$ cat src/rtl/axi_lite_apb_if.sv
// axi_lite_apb_if
// Bundles the AXI-Lite slave channels and the APB master signals of the
// AXI-Lite to APB bridge.
//   slave  modport : the bridge's view (AXI-Lite slave side, APB master side)
//   master modport : the environment's view (AXI-Lite master, APB completer)
// Parameters: ADDR_W address width, DATA_W data width (32).
interface axi_lite_apb_if #(
  parameter int ADDR_W = 32,
  parameter int DATA_W = 32
);
  // AXI-Lite write address / data / response
  logic [ADDR_W-1:0]   s_awaddr;
  logic                s_awvalid;
  logic                s_awready;
  logic [DATA_W-1:0]   s_wdata;
  logic [DATA_W/8-1:0] s_wstrb;
  logic                s_wvalid;
  logic                s_wready;
  logic [1:0]          s_bresp;
  logic                s_bvalid;
  logic                s_bready;
  // AXI-Lite read address / data
  logic [ADDR_W-1:0]   s_araddr;
  logic                s_arvalid;
  logic                s_arready;
  logic [DATA_W-1:0]   s_rdata;
  logic [1:0]          s_rresp;
  logic                s_rvalid;
  logic                s_rready;
  // APB
  logic [ADDR_W-1:0]   paddr;
  logic                psel;
  logic                penable;
  logic                pwrite;
  logic [DATA_W-1:0]   pwdata;
  logic [DATA_W/8-1:0] pstrb;
  logic [DATA_W-1:0]   prdata;
  logic                pready;
  logic                pslverr;

  modport slave (
    input  s_awaddr, s_awvalid, s_wdata, s_wstrb, s_wvalid, s_bready,
    input  s_araddr, s_arvalid, s_rready,
    output s_awready, s_wready, s_bresp, s_bvalid,
    output s_arready, s_rdata, s_rresp, s_rvalid,
    output paddr, psel, penable, pwrite, pwdata, pstrb,
    input  prdata, pready, pslverr
  );

  modport master (
    output s_awaddr, s_awvalid, s_wdata, s_wstrb, s_wvalid, s_bready,
    output s_araddr, s_arvalid, s_rready,
    input  s_awready, s_wready, s_bresp, s_bvalid,
    input  s_arready, s_rdata, s_rresp, s_rvalid,
    input  paddr, psel, penable, pwrite, pwdata, pstrb,
    output prdata, pready, pslverr
  );
endinterface

$ cat src/rtl/axi_lite_apb_bridge.sv
// axi_lite_apb_bridge
// Converts single AXI-Lite read/write transactions into APB transfers, one
// transaction in flight at a time.
// Ports:
//   aclk      : clock, all logic on the rising edge
//   areset_n  : asynchronous active-low reset
//   bus       : axi_lite_apb_if.slave (AXI-Lite slave + APB master signals)
//   dbg_state : current FSM state (0 IDLE, 1 SETUP, 2 ACCESS, 3 RESP)
// Handshakes: a transfer on any AXI channel happens on the rising edge where
// both valid and ready are high. Valids are never withdrawn by the bridge
// before the matching ready; readies here are only raised in IDLE and may
// depend combinationally on the incoming valids.
module axi_lite_apb_bridge #(
  parameter int ADDR_W  = 32,
  parameter int DATA_W  = 32,
  parameter int TIMEOUT = 16
) (
  input  logic        aclk,
  input  logic        areset_n,
  axi_lite_apb_if.slave bus,
  output logic [1:0]  dbg_state
);

  localparam int STRB_W = DATA_W / 8;
  localparam int CNT_W  = $clog2(TIMEOUT + 1);

  typedef enum logic [1:0] {
    IDLE   = 2'd0,
    SETUP  = 2'd1,
    ACCESS = 2'd2,
    RESP   = 2'd3
  } state_t;

  state_t           state;
  state_t           state_nxt;
  logic [CNT_W-1:0] tmo_cnt;
  logic             prefer_write;  // 1: write wins the next tie
  logic             is_write;      // type of the transaction in flight

  logic wr_elig;
  logic rd_elig;
  logic grant_wr;
  logic grant_rd;
  logic tmo_hit;
  logic access_done;
  logic resp_done;
  logic done_err;

  // Arbitration: a write needs both address and data valid. On a tie the
  // type that was not served last wins.
  always_comb begin
    wr_elig  = bus.s_awvalid && bus.s_wvalid;
    rd_elig  = bus.s_arvalid;
    grant_wr = 1'b0;
    grant_rd = 1'b0;
    if (state == IDLE) begin
      grant_wr = wr_elig && (!rd_elig || prefer_write);
      grant_rd = rd_elig && (!wr_elig || !prefer_write);
    end
  end

  // The counter holds the number of ACCESS cycles already spent with pready
  // low, so the TIMEOUT-th low cycle is the one that forces completion.
  always_comb begin
    tmo_hit     = (state == ACCESS) && !bus.pready &&
                  (tmo_cnt == CNT_W'(TIMEOUT - 1));
    access_done = (state == ACCESS) && (bus.pready || tmo_hit);
    done_err    = bus.pready ? bus.pslverr : 1'b1;
    resp_done   = (state == RESP) && (is_write ? bus.s_bready : bus.s_rready);
  end

  // FSM: state register
  always_ff @(posedge aclk or negedge areset_n) begin
    if (!areset_n) begin
      state <= IDLE;
    end else begin
      state <= state_nxt;
    end
  end

  // FSM: next state
  always_comb begin
    state_nxt = state;
    case (state)
      IDLE:    if (grant_wr || grant_rd) state_nxt = SETUP;
      SETUP:   state_nxt = ACCESS;
      ACCESS:  if (access_done) state_nxt = RESP;
      RESP:    if (resp_done) state_nxt = IDLE;
      default: state_nxt = IDLE;
    endcase
  end

  // FSM: outputs decoded from state
  always_comb begin
    bus.s_awready = 1'b0;
    bus.s_wready  = 1'b0;
    bus.s_arready = 1'b0;
    bus.s_bvalid  = 1'b0;
    bus.s_rvalid  = 1'b0;
    bus.psel      = 1'b0;
    bus.penable   = 1'b0;
    case (state)
      IDLE: begin
        bus.s_awready = grant_wr;
        bus.s_wready  = grant_wr;
        bus.s_arready = grant_rd;
      end
      SETUP: begin
        bus.psel = 1'b1;
      end
      ACCESS: begin
        bus.psel    = 1'b1;
        bus.penable = 1'b1;
      end
      RESP: begin
        bus.s_bvalid = is_write;
        bus.s_rvalid = !is_write;
      end
      default: ;
    endcase
  end

  assign dbg_state = state;

  // Timeout counter: only advances while waiting in ACCESS.
  always_ff @(posedge aclk or negedge areset_n) begin
    if (!areset_n) begin
      tmo_cnt <= '0;
    end else if ((state == ACCESS) && !access_done) begin
      tmo_cnt <= tmo_cnt + CNT_W'(1);
    end else begin
      tmo_cnt <= '0;
    end
  end

  // Request capture on acceptance; APB request fields then stay stable until
  // the next acceptance.
  always_ff @(posedge aclk or negedge areset_n) begin
    if (!areset_n) begin
      bus.paddr    <= '0;
      bus.pwrite   <= 1'b0;
      bus.pwdata   <= '0;
      bus.pstrb    <= '0;
      is_write     <= 1'b0;
      prefer_write <= 1'b0;
    end else if (grant_wr || grant_rd) begin
      bus.paddr    <= grant_wr ? bus.s_awaddr : bus.s_araddr;
      bus.pwrite   <= grant_wr;
      bus.pwdata   <= grant_wr ? bus.s_wdata : {DATA_W{1'b0}};
      bus.pstrb    <= grant_wr ? bus.s_wstrb : {STRB_W{1'b0}};
      is_write     <= grant_wr;
      prefer_write <= grant_rd;
    end
  end

  // Response capture at the end of ACCESS; held through RESP. A timeout
  // reports SLVERR with zero read data.
  always_ff @(posedge aclk or negedge areset_n) begin
    if (!areset_n) begin
      bus.s_bresp <= 2'b00;
      bus.s_rresp <= 2'b00;
      bus.s_rdata <= '0;
    end else if (access_done) begin
      if (is_write) begin
        bus.s_bresp <= done_err ? 2'b10 : 2'b00;
      end else begin
        bus.s_rresp <= done_err ? 2'b10 : 2'b00;
        bus.s_rdata <= bus.pready ? bus.prdata : {DATA_W{1'b0}};
      end
    end
  end

endmodule

$ cat src/flat_wrapper.sv
// flat-port wrapper written by rule: the top's interface ports become plain ports
module axi_lite_apb_bridge_flat 
#(
  parameter int ADDR_W  = 32,
  parameter int DATA_W  = 32,
  parameter int TIMEOUT = 16
)
  (aclk, areset_n, dbg_state, bus_s_awaddr, bus_s_awvalid, bus_s_wdata, bus_s_wstrb, bus_s_wvalid, bus_s_bready, bus_s_araddr, bus_s_arvalid, bus_s_rready, bus_s_awready, bus_s_wready, bus_s_bresp, bus_s_bvalid, bus_s_arready, bus_s_rdata, bus_s_rresp, bus_s_rvalid, bus_paddr, bus_psel, bus_penable, bus_pwrite, bus_pwdata, bus_pstrb, bus_prdata, bus_pready, bus_pslverr);
  axi_lite_apb_if #(.ADDR_W(ADDR_W), .DATA_W(DATA_W)) bus_i ();
  input  logic aclk;
  input  logic areset_n;
  output logic [1:0] dbg_state;
  input wire logic [$bits(bus_i.s_awaddr)-1:0] bus_s_awaddr;
  input wire logic [$bits(bus_i.s_awvalid)-1:0] bus_s_awvalid;
  input wire logic [$bits(bus_i.s_wdata)-1:0] bus_s_wdata;
  input wire logic [$bits(bus_i.s_wstrb)-1:0] bus_s_wstrb;
  input wire logic [$bits(bus_i.s_wvalid)-1:0] bus_s_wvalid;
  input wire logic [$bits(bus_i.s_bready)-1:0] bus_s_bready;
  input wire logic [$bits(bus_i.s_araddr)-1:0] bus_s_araddr;
  input wire logic [$bits(bus_i.s_arvalid)-1:0] bus_s_arvalid;
  input wire logic [$bits(bus_i.s_rready)-1:0] bus_s_rready;
  output wire logic [$bits(bus_i.s_awready)-1:0] bus_s_awready;
  output wire logic [$bits(bus_i.s_wready)-1:0] bus_s_wready;
  output wire logic [$bits(bus_i.s_bresp)-1:0] bus_s_bresp;
  output wire logic [$bits(bus_i.s_bvalid)-1:0] bus_s_bvalid;
  output wire logic [$bits(bus_i.s_arready)-1:0] bus_s_arready;
  output wire logic [$bits(bus_i.s_rdata)-1:0] bus_s_rdata;
  output wire logic [$bits(bus_i.s_rresp)-1:0] bus_s_rresp;
  output wire logic [$bits(bus_i.s_rvalid)-1:0] bus_s_rvalid;
  output wire logic [$bits(bus_i.paddr)-1:0] bus_paddr;
  output wire logic [$bits(bus_i.psel)-1:0] bus_psel;
  output wire logic [$bits(bus_i.penable)-1:0] bus_penable;
  output wire logic [$bits(bus_i.pwrite)-1:0] bus_pwrite;
  output wire logic [$bits(bus_i.pwdata)-1:0] bus_pwdata;
  output wire logic [$bits(bus_i.pstrb)-1:0] bus_pstrb;
  input wire logic [$bits(bus_i.prdata)-1:0] bus_prdata;
  input wire logic [$bits(bus_i.pready)-1:0] bus_pready;
  input wire logic [$bits(bus_i.pslverr)-1:0] bus_pslverr;
  assign bus_i.s_awaddr = bus_s_awaddr;
  assign bus_i.s_awvalid = bus_s_awvalid;
  assign bus_i.s_wdata = bus_s_wdata;
  assign bus_i.s_wstrb = bus_s_wstrb;
  assign bus_i.s_wvalid = bus_s_wvalid;
  assign bus_i.s_bready = bus_s_bready;
  assign bus_i.s_araddr = bus_s_araddr;
  assign bus_i.s_arvalid = bus_s_arvalid;
  assign bus_i.s_rready = bus_s_rready;
  assign bus_s_awready = bus_i.s_awready;
  assign bus_s_wready = bus_i.s_wready;
  assign bus_s_bresp = bus_i.s_bresp;
  assign bus_s_bvalid = bus_i.s_bvalid;
  assign bus_s_arready = bus_i.s_arready;
  assign bus_s_rdata = bus_i.s_rdata;
  assign bus_s_rresp = bus_i.s_rresp;
  assign bus_s_rvalid = bus_i.s_rvalid;
  assign bus_paddr = bus_i.paddr;
  assign bus_psel = bus_i.psel;
  assign bus_penable = bus_i.penable;
  assign bus_pwrite = bus_i.pwrite;
  assign bus_pwdata = bus_i.pwdata;
  assign bus_pstrb = bus_i.pstrb;
  assign bus_i.prdata = bus_prdata;
  assign bus_i.pready = bus_pready;
  assign bus_i.pslverr = bus_pslverr;
  axi_lite_apb_bridge #(.ADDR_W(ADDR_W), .DATA_W(DATA_W), .TIMEOUT(TIMEOUT)) u_core (.aclk(aclk), .areset_n(areset_n), .bus(bus_i), .dbg_state(dbg_state));
endmodule
$ cat config.mk
export PLATFORM = sky130hd
export DESIGN_NAME = axi_lite_apb_bridge_flat
export DESIGN_NICKNAME = d
export VERILOG_FILES = /design/src/rtl/axi_lite_apb_if.sv /design/src/rtl/axi_lite_apb_bridge.sv /design/src/flat_wrapper.sv
export SDC_FILE = /design/constraint.sdc
export NUM_CORES = 1
export LEC_CHECK = 0
export CAP_MARGIN = 20
export CORE_MARGIN = 4
export CORE_UTILIZATION = 38
export CTS_CLUSTER_DIAMETER = 50
export DETAILED_ROUTE_END_ITERATION = 6
export GPL_ROUTABILITY_DRIVEN = 0
export GPL_TIMING_DRIVEN = 0
export PLACE_DENSITY = 0.78
export SYNTH_ARGS = -nofsm -noshare
export SYNTH_HDL_FRONTEND = slang
export SYNTH_SLANG_ARGS = --single-unit
$ cat constraint.sdc
create_clock -name aclk -period 2.3 [get_ports aclk]
set_clock_uncertainty 0.15 [all_clocks]
set_input_delay 0.345 -clock aclk [delete_from_list [all_inputs] [get_ports aclk]]
set_output_delay 0.345 -clock aclk [all_outputs]
set_load 0.03 [all_outputs]
==> flow_summary.ini, run 1 <==
[yosys]
synth_xor_area_frac = 0.00349
synthCells = 460
syn_area_per_cell_sq_um = 10.9
yosysSeqAreaShare = 0.553
synth-simple-area-share = 0.105
synth-edff-count = 0
synth_top_family_by_area = compound AO/OA/AOI/OAI gates
synth.distinct_cells = 32
ys_ff_latch = 111
yosys.area_share.adder = 0.0125
ys_dominant_reg_cell = dfrtp_1
synth-compound-area-share = 0.179
synthesis.area_sq_um = 5020
ys_warn_count = 0
async_flop_share = 1.00
synthMuxAreaShare = 0.0703

[die]
core_area_sq_um = 12800
core.rowCount = 41
dieArea_sq_um = 15100
die_x_um = 123
die_h_um = 123
start_util = 0.393
io-pin-count = 255

[global_routing]
grt_pass1_wl_um = 24100
antenna_found_initial = 0
track_usage = 0.199
grt_pass1_vias = 4768
overflow = 0
grt_max_degree = 60

[routing]
vias = 4604
ant_nets = 0
drtIter0Drc = 186
dr.pass1.iters = 4
post_drt_wl_per_cell_um = 17.1
finalWirelength_um = 15600
remaining_drc_errors = 0
vias_per_cell = 5.05

[clock_network]
numCtsBuffers = 9
cts_tree = built
ctsHtreeMaxLevel = 3
clockBufferDepth = 2
clockRootBuffer = clkbuf_16
clkTransAtPathRegs_ns = 0.07
worst_skew_pair.late_latency_ns = 0.33
cts.sinks = 111

[cells_and_area]
n_antenna_cell = 0
fin_util = 0.643
layout.nets = 880
areaGrowthSynthToFinish_pct = 63.6
fill_cells = 1004
drive_gt1_frac = 0.0825

[critical_path]
cpLargestDelayFamily = buffers and inverters
slowest_stage = clkdlybuf4s50_1
path_class = in2out
cpPeakStageDelay_ns = 0.61
cp.arrival_ns = 1.72
rr_startpoint = u_core.tmo_cnt[0]$_DFF_PN0_
r2r_slack_ns = 0.23
path_buf_inv = 5
crit_fanout = 4
crit_required_ns = 1.80
worstReg2RegEnd = u_core.dbg_state[1]$_DFFE_PN0P_
crit_path_start_kind = input port
worstSetupEndpointType = output pin
cp_cell_sequence = clkdlybuf4s50_1, nand3_4, buf_8, nor2_4, buf_6, buf_4, buf_6
reg2regPathDepth = 6
cpMostUsedCell = buf_6

[timing]
finalCritPeriodShare = 0.962
rsz0062_at_grt = no
finalSetupViolations = 0
finalCriticalPeriod_ns = 2.21
relSlewSlack = 0.491
drv_slew = 0
max_freq_ghz = 0.452
hold_violations = 0
worst_pin_slew_ns = 0.764
whs_ns = 0.187

[worst_hold_path]
worst_hold_path.endpoint = u_core.bus.s_rdata[0]$_DFFE_PN0P_
whs_path_depth = 3
hp-class = in2reg
holdCritStartpoint = bus_pready

[place]
dp_hpwl_um = 11900
numPortBuffers = 251

[power_and_ir_drop]
p_sw_w = 0.00434
p_seq_frac = 0.312
power.share.switching = 0.420
vdd_drop_max_mv = 0.708
clkPwrFrac = 0.155
comb_power_share = 0.533
intPower_w = 0.00599
p_per_area_nw_per_um2 = 1260
leakage_nw = 3.48

[run]
maxCapViolCount = 0

[run_status]
outcome = finished, final reports clean
[power by group through the flow]
stage                     registers, W  clock network [W]  logic [W]
after global routing           0.00331            0.00170    0.00587
final                          0.00322            0.00160    0.00551
after floorplan                0.00464                  0    0.00158
after detailed placement       0.00323                  0    0.00543
after global placement         0.00320                  0    0.00535
after CTS                      0.00321            0.00164    0.00551
[how the worst max path moves through the flow]
stage / slack (ns) / cells past startpoint / startpoint / endpoint
after detailed placement: -0.77 / 7 / bus_s_wvalid / bus_s_wready
after global placement: -3.42 / 1 / areset_n / u_core.bus.paddr[21]$_DFFE_PN0P_
final: 0.09 / 7 / bus_s_wvalid / bus_s_wready
after floorplan: 0.1 / 5 / u_core.dbg_state[0]$_DFFE_PN0P_ / bus_s_arready
after global routing: 0.01 / 8 / u_core.dbg_state[1]$_DFFE_PN0P_ / bus_s_wready
after CTS: -0.01 / 3 / u_core.dbg_state[1]$_DFFE_PN0P_ / bus_s_bvalid
[metrics by stage]
step | setup TNS [ns] | cell area [sq um] | power (W) | worst slack [ns] | std cells
after floorplan | 0 | 5020 | 0.00623 | 0.0995 | 461
after global placement | -380.28 | 7750 | 0.00855 | -3.42 | 884
after detailed placement | -1.90 | 7780 | 0.00867 | -0.770 | 885
after CTS | -0.0109 | 8170 | 0.0104 | -0.0109 | 907
after global routing | 0 | 8220 | 0.0109 | 0.0132 | 911
final | 0 | 8220 | 0.0103 | 0.0884 | 911
[flip-flops by register name, summed over array words and instances (netlist names)]
| name | flops |
|---|---|
| u_core.prefer_write | 1 |
| u_core.tmo_cnt | 5 |
| u_core.dbg_state | 2 |
| u_core.bus.s_bresp | 1 |
| u_core.bus.pstrb | 4 |
| u_core.bus.paddr | 32 |
| u_core.bus.pwrite | 1 |
| u_core.bus.pwdata | 32 |
| u_core.bus.s_rdata | 32 |
| u_core.bus.s_rresp | 1 |
[cell families after synthesis]
| group | count (synthesis) |
|---|---|
| AO/OA/AOI/OAI | 141 |
| XOR/XNOR | 2 |
| adder cells (fa/ha/maj) | 5 |
| buffers and inverters | 79 |
| flip-flops | 111 |
| multiplexers | 35 |
| other | 1 |
| AND/OR/NAND/NOR | 86 |
[metal layers]
metal  track usage  routed length, um  vias to the layer above
met5             0                  0                        -
met4        0.0686                312                        0
met3        0.0453               1290                       23
met2         0.343               7790                      207
met1         0.246               6180                     2216
li1              -                  -                     2158
[worst reg2reg max path, cell delays in order (launching register included)]
cell     delay (ns)
dfrtp_1        0.40
ha_1           0.23
and3_1         0.19
ha_1           0.20
nor3b_1        0.27
a221o_1        0.19
mux2_1         0.32
[synth_stat cells (5+ instances only)]
library cell	count	area [sq um]
mux2i_1	33	330
nor2_1	6	22.5
a22o_1	36	315
clkbuf_1	20	75.1
dfrtp_1	111	2780
a31oi_1	33	206
ha_1	5	62.6
buf_4	5	37.5
inv_1	36	135
o21ai_0	32	160
or3b_1	32	280
buf_2	11	55.1
nand2_1	36	135
a21oi_1	34	170
buf_6	7	78.8
[timing repair]
action | 4_1_cts | 5_1_grt
resized for setup | 34 | 4
hold buffers | 1 | 0
cloned | 0 | 0
pin swaps | 2 | 1
endpoints found under the setup margin | 37 | 4
endpoints found under the hold margin | 58 | 0
setup buffers | 5 | 4
[placed cells by master, fill, tap and decap left out, drive strengths merged, types with 3 or more instances in the layout]
cell and n:
or3b 32, and2 3, clkbuf 30, buf 37, nor2 7, ha 5
o21ai 32, inv 37, dlygate4sd2 3, mux2i 33, nand2 36, dfrtp 111
clkdlybuf4s50 243, a21oi 34, a22o 36, a31oi 33, clkinv 4
[area by class of cell]
class	instances	area (sq um)	area share
sequential	111	2780	0.338
clock inverter	6	68.8	0.00838
buffer	43	264	0.0321
multi-input combinational	271	1910	0.232
inverter	36	135	0.0164
clock buffer	10	239	0.0291
timing repair buffer	262	2610	0.318
tap	172	215	0.0262
Note: power is estimated with default switching activity, not from simulation.
==> run 2: changes to the inputs <==
- CORE_UTILIZATION: 38 -> 25
- PLACE_DENSITY: 0.78 -> 0.56
==> run 2 against run 1 <==
Compared with the run above: cell area increased by 1.7%; global-route usage decreased by 5.1 points; sequential power about the same; non-clock buffer count increased by 5; clock-buffer cell count unchanged; setup slack improved by 0.012 ns; fmax increased by 0.53%; first-iteration DRC count decreased by 24%; clock power decreased by 3%; power about the same; sequential share of layout area decreased by 0.56 points; combinational power increased by 0.9%.
==> flow_summary.ini, run 2 (synthesized netlist as in run 1, its figures left out) <==
[cells_and_area]
fill_cells = 1903
final_common_cell = clkdlybuf4s50_1
reg_top3 = u_core.bus.paddr x32, u_core.bus.pwdata x32, u_core.bus.s_rdata x32
areaGrowthSynthToFinish_pct = 66.4
final_cell_mix = 243 x clkdlybuf4s50_1, 111 x dfrtp_1, 36 x nand2_1, 36 x a22o_1
finalNonFillerCells = 1009
fin_util = 0.426
drive_gt1_frac = 0.0887
n_antenna_cell = 0
layout.nets = 885

[clock_network]
cts.sinks = 111
clkTransAtPathRegs_ns = 0.07
clockRootBuffer = clkbuf_16
ctsHtreeMaxLevel = 3
cts_tree = built
worst_skew_pair.late_latency_ns = 0.34
clockBufferDepth = 2
numCtsBuffers = 9

[die]
io-pin-count = 255
die_x_um = 150
die_h_um = 150
core.rowCount = 51
core_area_sq_um = 19600
start_util = 0.256
dieArea_sq_um = 22400

[power_and_ir_drop]
leakage_nw = 3.48
power.share.switching = 0.427
vdd_drop_max_mv = 0.485
comb_power_share = 0.538
intPower_w = 0.00591
clkPwrFrac = 0.150
p_sw_w = 0.00441
p_seq_frac = 0.312
p_per_area_nw_per_um2 = 1240

[routing]
vias = 4586
post_drt_wl_per_cell_um = 16.8
vias_per_cell = 4.55
ant_nets = 0
finalWirelength_um = 16900
drtIter0Drc = 141
dr.pass1.iters = 4
remaining_drc_errors = 0

[critical_path]
path_class = in2out
slowest_stage = clkdlybuf4s50_1
crit_path_start_kind = input port
cpLargestDelayFamily = buffers and inverters
crit_fanout = 8
cpPeakStageDelay_ns = 0.63
path_buf_inv = 4
cp_cell_sequence = clkdlybuf4s50_1, nand3_4, buf_8, nor2_4, buf_6, buf_4
cp.arrival_ns = 1.70
worstSetupEndpointType = output pin
crit_required_ns = 1.80

[timing]
max_freq_ghz = 0.455
relSlewSlack = 0.393
finalCritPeriodShare = 0.956
fin_tns_setup_ns = 0
hold_violations = 0
drv_slew = 0
finalCriticalPeriod_ns = 2.20
rsz0062_at_grt = no
worst_pin_slew_ns = 0.910
finalSetupViolations = 0
worst_slack_ns = 0.100

[run]
maxCapViolCount = 0

[global_routing]
track_usage = 0.149
grt_pass1_vias = 4886
overflow = 0
grt_max_degree = 68
grt_pass1_wl_um = 26300
antenna_found_initial = 1

[place]
dp_cells = 978
dp_hpwl_um = 13000
numPortBuffers = 251
post-place-ws_ns = -0.729

[run_status]
outcome = finished, final reports clean

[worst_hold_path]
hp-class = in2reg
==> run 2: cell types whose count changed in the layout (fill, tap and decap cells not counted), sizes merged <==
cell          delta
clkbuf           -1
bufinv           -1
dlygate4sd2      +1
clkinvlp         +1
dlymetal6s2s     -1
buf              +6
==> run 2: timing repair <==
action / in CTS / in global routing
pin swaps: 1 / 2
resized for setup: 37 / 3
setup buffers: 4 / 11
hold endpoints to repair: 13 / 0
endpoints found under the setup margin: 8 / 3
hold buffers: 1 / 0
==> run 2: worst paths after layout <==
kind | slack, ns | depth (start not counted) | to | from
worst min-delay path | 0.19 | 3 | u_core.bus.s_rdata[31]$_DFFE_PN0P_ | bus_pready
worst max register to register | 0.20 | 6 | u_core.dbg_state[1]$_DFFE_PN0P_ | u_core.tmo_cnt[0]$_DFF_PN0_
worst max-delay path | 0.10 | 6 | bus_s_awready | bus_s_awvalid
worst min register to register | 0.33 | 1 | u_core.tmo_cnt[0]$_DFF_PN0_ | u_core.tmo_cnt[0]$_DFF_PN0_
max in group asynchronous | 0.74 | 3 | u_core.prefer_write$_DFFE_PN0P_ | areset_n
min in group asynchronous | 0.51 | 2 | u_core.bus.s_rdata[23]$_DFFE_PN0P_ | areset_n
==> run 2: worst reg2reg max path: stages (launching register included) <==
cell	delay (ns)
dfrtp_1	0.40
ha_1	0.23
and3_1	0.19
ha_1	0.20
nor3b_1	0.30
a221o_1	0.19
mux2_1	0.32
==> run 2: final cells by class <==
cell class,instances,area [sq um],area share
Clock buffer,10,239,0.0286
Buffer,42,256,0.0307
Sequential cell,111,2780,0.332
Timing Repair Buffer,268,2660,0.318
Inverter,36,135,0.0162
Tap cell,265,332,0.0397
Multi-Input combinational cell,271,1910,0.228
Clock inverter,6,53.8,0.00644
==> run 2: metrics by stage <==
step	cell area [sq um]	hold slack [ns]	power [W]
6_report	8350	0.191	0.0103
5_1_grt	8350	0.201	0.0110
4_1_cts	8270	0.182	0.0104
3_5_place_dp	7890	0.316	0.00872
3_3_place_gp	7870	0.295	0.00865
2_1_floorplan	5020	-0.101	0.00623
==> run 2: layer usage <==
metal	track usage	share of wire	routed length [um]
met2	0.242	0.47	7890
met1	0.188	0.42	7190
met3	0.0491	0.092	1560
met5	0	0.00071	12
met4	0.0462	0.017	284
==> run 2: power by group through the flow <==
stage / combinational (W) / sequential [W] / clock [W]
finish: 0.00556 / 0.00322 / 0.00155
global route: 0.00595 / 0.00332 / 0.00171
CTS: 0.00557 / 0.00322 / 0.00161
detailed placement: 0.00548 / 0.00324 / 0
global placement: 0.00542 / 0.00323 / 0
floorplan: 0.00158 / 0.00464 / 0
==> run 3: changes to the inputs <==
- CORE_ASPECT_RATIO: unset -> 0.8
- PLACE_DENSITY: 0.56 -> 0.58
- clock period: 2.3 -> 1.9 ns (I/O delays scaled with it)
==> run 3 against run 2 <==
Compared with the run above: the run now ends with negative setup slack left; worst hold slack worse by 0.038 ns; sequential cell count unchanged; die area about the same; largest cell class unchanged; setup slack worse by 0.31 ns; power up 26%.
==> flow_summary.ini, run 3 (synthesized netlist as in run 1, its figures left out) <==
[global_routing]
met2_usage = 0.245
grt_use_met3 = 0.0544
grtUsageMet1 = 0.185
grt_max_degree = 59
grt_pass1_vias = 4911
track_usage = 0.148
grt_pass1_wl_um = 26700
antenna_found_initial = 0
overflow = 0
top_usage_layer = met2

[routing]
drtIter0Drc = 156
vias = 4580
finalWirelength_um = 17200
ant_nets = 0
dr.pass1.iters = 5
post_drt_wl_per_cell_um = 16.9
vias_per_cell = 4.50
remaining_drc_errors = 0

[power_and_ir_drop]
vdd_drop_max_mv = 0.604
p_per_area_nw_per_um2 = 1500
leakage_nw = 3.72

[critical_path]
path_buf_inv = 5
reg2regPathDepth = 8
worstReg2RegEnd = u_core.bus.s_rdata[18]$_DFFE_PN0P_
cp.arrival_ns = 1.67
crit_fanout = 6
path_class = reg2out
cpLargestDelayFamily = buffers and inverters
cp_cell_sequence = inv_2, ha_4, nand3_4, buf_8, nor2_4, buf_8, buf_6, buf_6
worstSetupEndpointType = output pin
slowest_stage = dfrtp_2
crit_required_ns = 1.46
rr_startpoint = u_core.tmo_cnt[0]$_DFF_PN0_
r2r_slack_ns = -0.05
cpPeakStageDelay_ns = 0.41
crit_path_start_kind = flop

[clock_network]
clockRootBuffer = clkbuf_16
worst_skew_pair.late_latency_ns = 0.35
cts.sinks = 111
cts_tree = built
ctsHtreeMaxLevel = 3
numCtsBuffers = 9
clockBufferDepth = 2
clkTransAtPathRegs_ns = 0.08

[timing]
max_freq_ghz = 0.474
worst_pin_slew_ns = 0.738
finalSetupViolations = 23
worst_slack_ns = -0.209
hold_violations = 0
finalCriticalPeriod_ns = 2.11
rsz0062_at_grt = yes
drv_slew = 0
finalCritPeriodShare = 1.11
relSlewSlack = 0.508

[run_status]
violations = negative setup slack
outcome = finished, violations left

[worst_hold_path]
holdCritStartpoint = bus_pready
worst_hold_path.endpoint = u_core.bus.s_rdata[31]$_DFFE_PN0P_
hp-class = in2reg
whs_path_depth = 3

[cells_and_area]
areaGrowthSynthToFinish_pct = 73.0
final_cell_mix = 225 x clkdlybuf4s50_1, 109 x dfrtp_1, 36 x a22o_1
final_common_cell = clkdlybuf4s50_1
finalNonFillerCells = 1017
n_antenna_cell = 0
reg_top3 = u_core.bus.paddr x32, u_core.bus.pwdata x32, u_core.bus.s_rdata x32
drive_gt1_frac = 0.134
layout.nets = 894
fin_util = 0.439
fin_area_sq_um = 8680

[run]
maxCapViolCount = 0

[place]
numPortBuffers = 251
post-place-ws_ns = -0.973
dp_hpwl_um = 12700
dp_cells = 977
placed_cell_area_sq_um = 7960

[die]
core.rowCount = 46
die_x_um = 166
start_util = 0.254
dieArea_sq_um = 22400
io-pin-count = 255
die_h_um = 135
core_area_sq_um = 19800
-- run 3: cell types whose count changed in the layout (fill, tap and decap cells not counted), sizes merged, moves of 2 or more --
| cell | before | now |
|---|---|---|
| bufinv | 0 | 2 |
| clkdlybuf4s50 | 243 | 225 |
| clkinv | 4 | 2 |
| clkbuf | 29 | 34 |
| dlymetal6s2s | 0 | 14 |
| buf | 43 | 51 |
-- run 3: worst max-delay path by stage --
| stage | endpoint | depth (start not counted) | slack (ns) | start |
|---|---|---|---|---|
| after floorplan | u_core.dbg_state[1]$_DFFE_PN0P_ | 6 | -0.01 | u_core.tmo_cnt[0]$_DFF_PN0_ |
| after global placement | u_core.dbg_state[1]$_DFFE_PN0P_ | 1 | -4.34 | areset_n |
| after detailed placement | bus_s_wready | 7 | -0.97 | bus_s_wvalid |
| after CTS | bus_s_wready | 8 | -0.26 | u_core.dbg_state[0]$_DFFE_PN0P_ |
| after global routing | bus_s_wready | 8 | -0.32 | u_core.dbg_state[1]$_DFFE_PN0P_ |
| final | bus_s_wready | 8 | -0.21 | u_core.dbg_state[1]$_DFFE_PN0P_ |
-- run 3: final cells by class --
type                       instances  area [sq um]
timing repair buffer             276          2780
fill                            1914         11100
multi-input combinational        271          2020
tap                              264           330
sequential                       111          2780
clock buffer                      10           229
buffer                            43           320
clock inverter                     6          91.3
inverter                          36           135
-- run 3: through the flow --
| step | total power [W] | hold slack [ns] | TNS (ns) |
|---|---|---|---|
| floorplan | 0.00763 | -0.161 | -0.0141 |
| global placement | 0.0105 | 0.292 | -461.23 |
| detailed placement | 0.0106 | 0.249 | -28.67 |
| CTS | 0.0131 | 0.131 | -1.18 |
| global route | 0.0137 | 0.167 | -5.56 |
| finish | 0.0130 | 0.153 | -0.868 |
-- run 3: routing by layer --
layer  part of all wire  wire (um)
met2               0.49       8420
met1               0.43       7330
met4             0.0097        167
met3              0.075       1280
met5                  0          0
-- run 3: tightest hold or removal path, cell delays in order --
cell     delay (ns)
buf_2          0.18
nand2_1        0.09
mux2i_1        0.06
-- run 3: repair_timing --
item,CTS,global route
setup endpoints to repair,113,114
pin swaps,7,5
hold buffers,1,0
gates cloned,2,2
buffers inserted,17,6
endpoints found under the hold margin,53,0
gates resized for setup,70,44
-- run 3: where the power goes --
group	internal [W]	switching, W	total [W]
Combinational	0.00311	0.00393	0.00704
Sequential	0.00330	0.000588	0.00389
Clock	0.00117	0.000912	0.00208
Total	0.00758	0.00543	0.0130
